## config.mk

```make
export PLATFORM = sky130hd
export DESIGN_NAME = plic_flat
export DESIGN_NICKNAME = d
export VERILOG_FILES = /design/src/rtl/plic_if.sv /design/src/rtl/plic.sv /design/src/flat_wrapper.sv
export SDC_FILE = /design/constraint.sdc
export NUM_CORES = 1
export LEC_CHECK = 0
export ABC_AREA = 0
export CORE_MARGIN = 5
export CORE_UTILIZATION = 54
export CTS_CLUSTER_DIAMETER = 60
export DETAILED_ROUTE_END_ITERATION = 8
export PLACE_DENSITY = 0.82
export RECOVER_POWER = 25
export SLEW_MARGIN = 20
export SYNTH_ARGS = -nofsm -noshare
export SYNTH_HDL_FRONTEND = slang
export SYNTH_SLANG_ARGS = --single-unit
export TNS_END_PERCENT = 10
```

## constraint.sdc

```tcl
create_clock -name clk -period 11.8 [get_ports clk]
set_clock_uncertainty 0.15 [all_clocks]
set_input_delay 2.95 -clock clk [delete_from_list [all_inputs] [get_ports clk]]
set_output_delay 2.95 -clock clk [all_outputs]
set_load 0.02 [all_outputs]
```

## src/rtl/plic_if.sv

```systemverilog
// Bus-side port bundle of the PLIC: a single-outstanding D-bus slave window.
// Handshake: the slave samples a request on a rising edge where bus_req=1 and
// bus_ack=0, then raises bus_ack for exactly one cycle with bus_rdata valid;
// bus_req seen while bus_ack=1 is ignored, so a held request costs two cycles.
interface plic_if;
   logic        bus_req;
   logic        bus_we;
   logic [9:0]  bus_addr;
   logic [31:0] bus_wdata;
   logic [31:0] bus_rdata;
   logic        bus_ack;

   modport master (
      output bus_req, bus_we, bus_addr, bus_wdata,
      input  bus_rdata, bus_ack
   );

   modport slave (
      input  bus_req, bus_we, bus_addr, bus_wdata,
      output bus_rdata, bus_ack
   );
endinterface

```

## src/rtl/plic.sv

```systemverilog
// Platform-level interrupt controller: level gateways, per-source priority and
// enable, one threshold, claim/complete register pair and a registered irq_ext.
module plic #(
   parameter int NSRC   = 8,
   parameter int PRIO_W = 3
) (
   input  logic            clk,
   input  logic            rst,
   input  logic [NSRC-1:0] src,
   plic_if.slave           bus,
   output logic            irq_ext
);

   localparam logic [7:0] W_PEND  = 8'h20;
   localparam logic [7:0] W_EN    = 8'h40;
   localparam logic [7:0] W_THR   = 8'h80;
   localparam logic [7:0] W_CLAIM = 8'h81;

   logic [PRIO_W-1:0] prio [1:NSRC];
   logic [NSRC:1]     enable;
   logic [NSRC:1]     pending;
   logic [NSRC:1]     inflight;
   logic [PRIO_W-1:0] threshold;

   logic [7:0]        word;
   logic              take;
   logic [31:0]       claim_id;
   logic [PRIO_W-1:0] best_prio;
   logic [31:0]       rdata_next;
   logic              irq_next;
   logic [NSRC:1]     claim_hit;
   logic [NSRC:1]     comp_hit;
   logic              unused_addr;

   assign word        = bus.bus_addr[9:2];
   assign take        = bus.bus_req && !bus.bus_ack;
   assign unused_addr = &{1'b0, bus.bus_addr[1:0]};

   // Strictly-greater scan from ID 1 upward keeps the lowest ID on ties and
   // never selects a priority-0 source.
   always_comb begin
      claim_id  = '0;
      best_prio = '0;
      for (int i = 1; i <= NSRC; i++) begin
         if (pending[i] && enable[i] && (prio[i] > best_prio)) begin
            best_prio = prio[i];
            claim_id  = 32'(i);
         end
      end
   end

   always_comb begin
      irq_next = 1'b0;
      for (int i = 1; i <= NSRC; i++) begin
         if (pending[i] && enable[i] && (prio[i] > threshold)) irq_next = 1'b1;
      end
   end

   always_comb begin
      rdata_next = '0;
      for (int i = 1; i <= NSRC; i++) begin
         if (word == 8'(i)) rdata_next = 32'(prio[i]);
      end
      case (word)
         W_PEND:  rdata_next[NSRC:0] = {pending, 1'b0};
         W_EN:    rdata_next[NSRC:0] = {enable, 1'b0};
         W_THR:   rdata_next         = 32'(threshold);
         W_CLAIM: rdata_next         = claim_id;
         default: ;
      endcase
   end

   always_comb begin
      claim_hit = '0;
      comp_hit  = '0;
      for (int i = 1; i <= NSRC; i++) begin
         claim_hit[i] = take && !bus.bus_we && (word == W_CLAIM) && (claim_id == 32'(i));
         comp_hit[i]  = take && bus.bus_we && (word == W_CLAIM) &&
                        (bus.bus_wdata == 32'(i)) && inflight[i];
      end
   end

   always_ff @(posedge clk) begin
      if (rst) begin
         for (int i = 1; i <= NSRC; i++) prio[i] <= '0;
         enable        <= '0;
         pending       <= '0;
         inflight      <= '0;
         threshold     <= '0;
         bus.bus_ack   <= 1'b0;
         bus.bus_rdata <= '0;
         irq_ext       <= 1'b0;
      end else begin
         bus.bus_ack   <= take;
         bus.bus_rdata <= take ? rdata_next : '0;
         irq_ext       <= irq_next;

         // A claim beats a same-cycle gateway hit; a completion only frees the
         // gateway, so re-pending waits for the next edge.
         for (int i = 1; i <= NSRC; i++) begin
            if (claim_hit[i]) begin
               pending[i]  <= 1'b0;
               inflight[i] <= 1'b1;
            end else if (src[i-1] && !pending[i] && !inflight[i]) begin
               pending[i] <= 1'b1;
            end
            if (comp_hit[i]) inflight[i] <= 1'b0;
         end

         if (take && bus.bus_we) begin
            for (int i = 1; i <= NSRC; i++) begin
               if (word == 8'(i)) prio[i] <= bus.bus_wdata[PRIO_W-1:0];
            end
            if (word == W_EN)  enable    <= bus.bus_wdata[NSRC:1];
            if (word == W_THR) threshold <= bus.bus_wdata[PRIO_W-1:0];
         end
      end
   end

endmodule

```

## src/flat_wrapper.sv

```systemverilog
// flat-port wrapper written by rule: the top's interface ports become plain ports
module plic_flat 
#(
   parameter int NSRC   = 8,
   parameter int PRIO_W = 3
)
  (clk, rst, src, irq_ext, bus_bus_req, bus_bus_we, bus_bus_addr, bus_bus_wdata, bus_bus_rdata, bus_bus_ack);
  plic_if bus_i ();
  input  logic clk;
  input  logic rst;
  input  logic [NSRC-1:0] src;
  output logic irq_ext;
  input wire logic [$bits(bus_i.bus_req)-1:0] bus_bus_req;
  input wire logic [$bits(bus_i.bus_we)-1:0] bus_bus_we;
  input wire logic [$bits(bus_i.bus_addr)-1:0] bus_bus_addr;
  input wire logic [$bits(bus_i.bus_wdata)-1:0] bus_bus_wdata;
  output wire logic [$bits(bus_i.bus_rdata)-1:0] bus_bus_rdata;
  output wire logic [$bits(bus_i.bus_ack)-1:0] bus_bus_ack;
  assign bus_i.bus_req = bus_bus_req;
  assign bus_i.bus_we = bus_bus_we;
  assign bus_i.bus_addr = bus_bus_addr;
  assign bus_i.bus_wdata = bus_bus_wdata;
  assign bus_bus_rdata = bus_i.bus_rdata;
  assign bus_bus_ack = bus_i.bus_ack;
  plic #(.NSRC(NSRC), .PRIO_W(PRIO_W)) u_core (.clk(clk), .rst(rst), .src(src), .bus(bus_i), .irq_ext(irq_ext));
endmodule
```

==> results.txt <==
The required time of the worst setup path is 11.92 ns. Fill cells in the final layout number 714. The critical path starts at u_core.prio[0][4].

The number of synthesized flops with an enable pin works out to 24. Leaving out fill and tap cells, the most frequent cells in the layout are 56 x sky130_fd_sc_hd__nor2_1, 49 x sky130_fd_sc_hd__clkdlybuf4s50_1, 38 x sky130_fd_sc_hd__ha_1, 38 x sky130_fd_sc_hd__dfxtp_1, 37 x sky130_fd_sc_hd__inv_1. The logs give 11.4 mm for the detailed-placement wirelength estimate and 0 for the initial antenna violation count. The worst hold slack was 0.343 ns. Leaving out fill and tap cells, the most frequent cell in the layout is sky130_fd_sc_hd__nor2_1. The number of pins exceeding their max-slew limit in the final report was 0. The number of antenna diodes in the final layout is 0. The tools report the tightest slew margin relative to the limit as 0.385. Clock-pin transition on the worst setup and hold timing paths: 0.09 ns. In the routed design, unresolved DRC markers number 0. Worst hold path class: reg2reg. The number of instances in the synthesized netlist came out at 555. The XOR/XNOR share of the synthesized area was 0.00367. Dominant combinational cell family by area after synthesis: compound AO/OA/AOI/OAI gates.

Entering global routing, the biggest net connects 26 pins. The floorplan step defined a core boundary enclosing 8680 um2. The cell seen most often among critical-path stages was sky130_fd_sc_hd__ha_1. From synthesis to final layout, the design area changed by 19.4%. The run gives 0 as the count of max-cap constraint violations. The delay of the slowest cell on the worst path is 0.56 ns, and the leftover overflow at the end of global routing is 0. For this block, the routed nets add up to 14.7 mm of wire.

Kind of critical path: reg2reg. The worst setup path is captured at a register. The hold path startpoint is u_core.inflight[3]. The root buffer selected by CTS was sky130_fd_sc_hd__clkbuf_8.

The actual slew at the worst max-slew pin was 0.916 ns; the global-route track usage on met3 was 0.0521. The fraction of the mapped netlist area in compound gates was 0.243; the clock period minus final worst setup slack was 11.11 ns. TritonCTS built the clock tree. The total power density per cell area was 90.3 nW/um2.

The first-pass GRT wire length is 22.6 mm, and the largest fanout on the critical path is 7. For the core utilization of the finished layout, the log shows 0.657. First-pass iteration count of the detailed router: 7. The flow ran to the end, and the final reports show no timing, DRC or antenna violations. The run gives 0.0900 GHz as the maximum clock frequency.

Summing all flip-flop and latch instances after layout gives 1480 um2. Met2 usage in global routing: 0.423. The part of the cycle the worst path needs is 0.941, and the final setup violation count is 0. For the number of different library cells in the post-synthesis netlist, the log shows 81. For the via total after detailed routing, the log shows 4700. The effective utilization at floorplan came out at 0.551. The run gives 9 as the number of buffers created by CTS. The number of input and output port buffers inserted was 62; the number of clock sinks was 62. Combined area of the multi-input logic cells: 3050 um2. The leakage power figure was 2.23 nW. For the total track usage, the log shows 0.258. The run gives 0 as the yosys synthesis warning count. Counting flops and latches in the post-synthesis netlist gives 62.

The worst ir drop on vdd was 0.0803 mV. The run gives 0.963 as the routability congestion estimate. Routing layer with the top usage in global route: met2.

Counting along the longest clock path gives a buffer depth of 2. The count of final hold-check violations is 0, and the via density per instance is 6.44. The share of final-layout standard cells stronger than drive strength 1 came out at 0.0981.

The proportion of register bits with asynchronous set or reset after synthesis is 0. The logs give 709 for the count of nets after finishing and 11.23 ns for the data arrival time of the critical path. The horizontal die dimension was 104 um; the number of H-tree levels was 3. The met1 global-route usage is 0.324, and the area share of fa/ha/maj cells after synthesis is 0.102.

In this run the remaining antenna-violating nets after routing total 0. Worst reg2reg path startpoint: u_core.prio[0][4]. The worst setup path is launched from a register.

Average cell area after synthesis: 8.61 um2. The floorplan step defined a die boundary enclosing 10800 um2. The first-iteration detailed-routing DRC count was 492. The highest-delay cell along the critical path is sky130_fd_sc_hd__or4_1. The number of hold buffers added after CTS was 0. The number of global-route vias before repair was 4485; the detail-routed net length per standard cell was 20.2 um.

The tools report the area of the mapped netlist as 4780 um2. The die boundary height was 104 um. For the later-pin clock latency in the skew report, the log shows 0.35 ns.

Simple-gate share of the synthesized area: 0.230. The sequential element share of the synthesized area is 0.310. For this run, the leading register cell type out of synthesis is sky130_fd_sc_hd__dfxtp_1. Row generation in the floorplan step produced 34 rows. The run gives 88 as the number of ports placed on the die boundary. The multiplexer share of the synthesized area came out at 0.0299.
[registers in the layout, indices dropped and copies added (netlist names)]
register              cells
u_core.inflight           8
u_core.enable             8
u_core.prio              24
u_core.threshold          3
u_core.pending            8
u_core.bus.bus_rdata      9
u_core.irq_ext            1
u_core.bus.bus_ack        1
[critical path, delay by kind of cell, from the launching register on]
kind,cells,cell delay [ns]
AOI/OAI and AO/OA,18,3.33
adders and majority gates,8,2.45
buffers and inverters,5,0.61
DFF,1,0.46
muxes,3,0.85
and+or+nand+nor,17,3.16
[area by class of cell]
cell class              instances  area share
clock buffers                  10      0.0261
clock inverters                 6      0.0129
inverters                      37      0.0243
multi-input cells             437       0.534
flip-flops and latches         62       0.260
well taps                     108      0.0237
repair buffers                 70       0.119
[where the power goes]
part / internal [W] / switching, W / leakage [nW]
Sequential: 0.000227 / 0.00000902 / 0.552
Clock: 0.000114 / 0.000104 / 0.114
Combinational: 0.0000270 / 0.0000349 / 1.57
[logic make-up (layout without fill, tap and decap cells)]
| family | count (synthesis) | after routing |
|---|---|---|
| flops | 62 | 62 |
| mux | 14 | 14 |
| compound gates | 150 | 150 |
| fa+ha+maj | 39 | 39 |
| xor+xnor | 2 | 2 |
| other cells | 1 | 23 |
| buf+inv | 78 | 123 |
| simple gates | 209 | 209 |
[path summary, 6_finish.rpt]
check | to | slack, ns | depth (start not counted)
setup reg to reg | u_core.inflight[1] | 0.69 | 51
setup / recovery | u_core.inflight[1] | 0.69 | 51
hold reg to reg | u_core.inflight[3] | 0.34 | 2
hold / removal | u_core.inflight[3] | 0.34 | 2
[cells in the mapped netlist, drive strengths merged, types with 9 or more instances]
library cell / count / share of area
ha: 38 / 0.10
o21ai: 25 / 0.026
and3: 20 / 0.027
nor3: 16 / 0.019
nor2b: 14 / 0.020
a211oi: 9 / 0.019
nand2: 37 / 0.029
nor2: 59 / 0.047
buf: 25 / 0.039
nor4: 14 / 0.021
edfxtp: 24 / 0.15
inv: 37 / 0.029
a21o: 11 / 0.017
a21oi: 26 / 0.028
nand3: 19 / 0.020
dfxtp: 38 / 0.16
clkbuf: 16 / 0.013
a31oi: 10 / 0.013
mux2i: 12 / 0.025
[routing by layer]
metal,part of all wire,up-vias,routed length (um)
met4,0.045,0,670
met1,0.39,2198,5750
met2,0.47,287,6980
met3,0.092,57,1350
li1,-,2158,-
met5,0,-,0
[stage by stage]
step	TNS, ns	cells	worst slack, ns	cell area [um2]	total power [W]
final	0	730	0.694	5710	0.000515
after global routing	-0.0771	730	-0.0489	5710	0.000529
after CTS	0	727	0.324	5630	0.000513
after detailed placement	0	711	0.360	5410	0.000300
after global placement	0	711	0.771	5410	0.000297
after floorplan	0	577	1.76	4860	0.000275
[timing repair]
action	4_1_cts	5_1_grt
endpoints found under the setup margin	0	19
gates resized for setup	0	11
buffers inserted	0	3
Note: power is estimated with default switching activity, not from simulation.
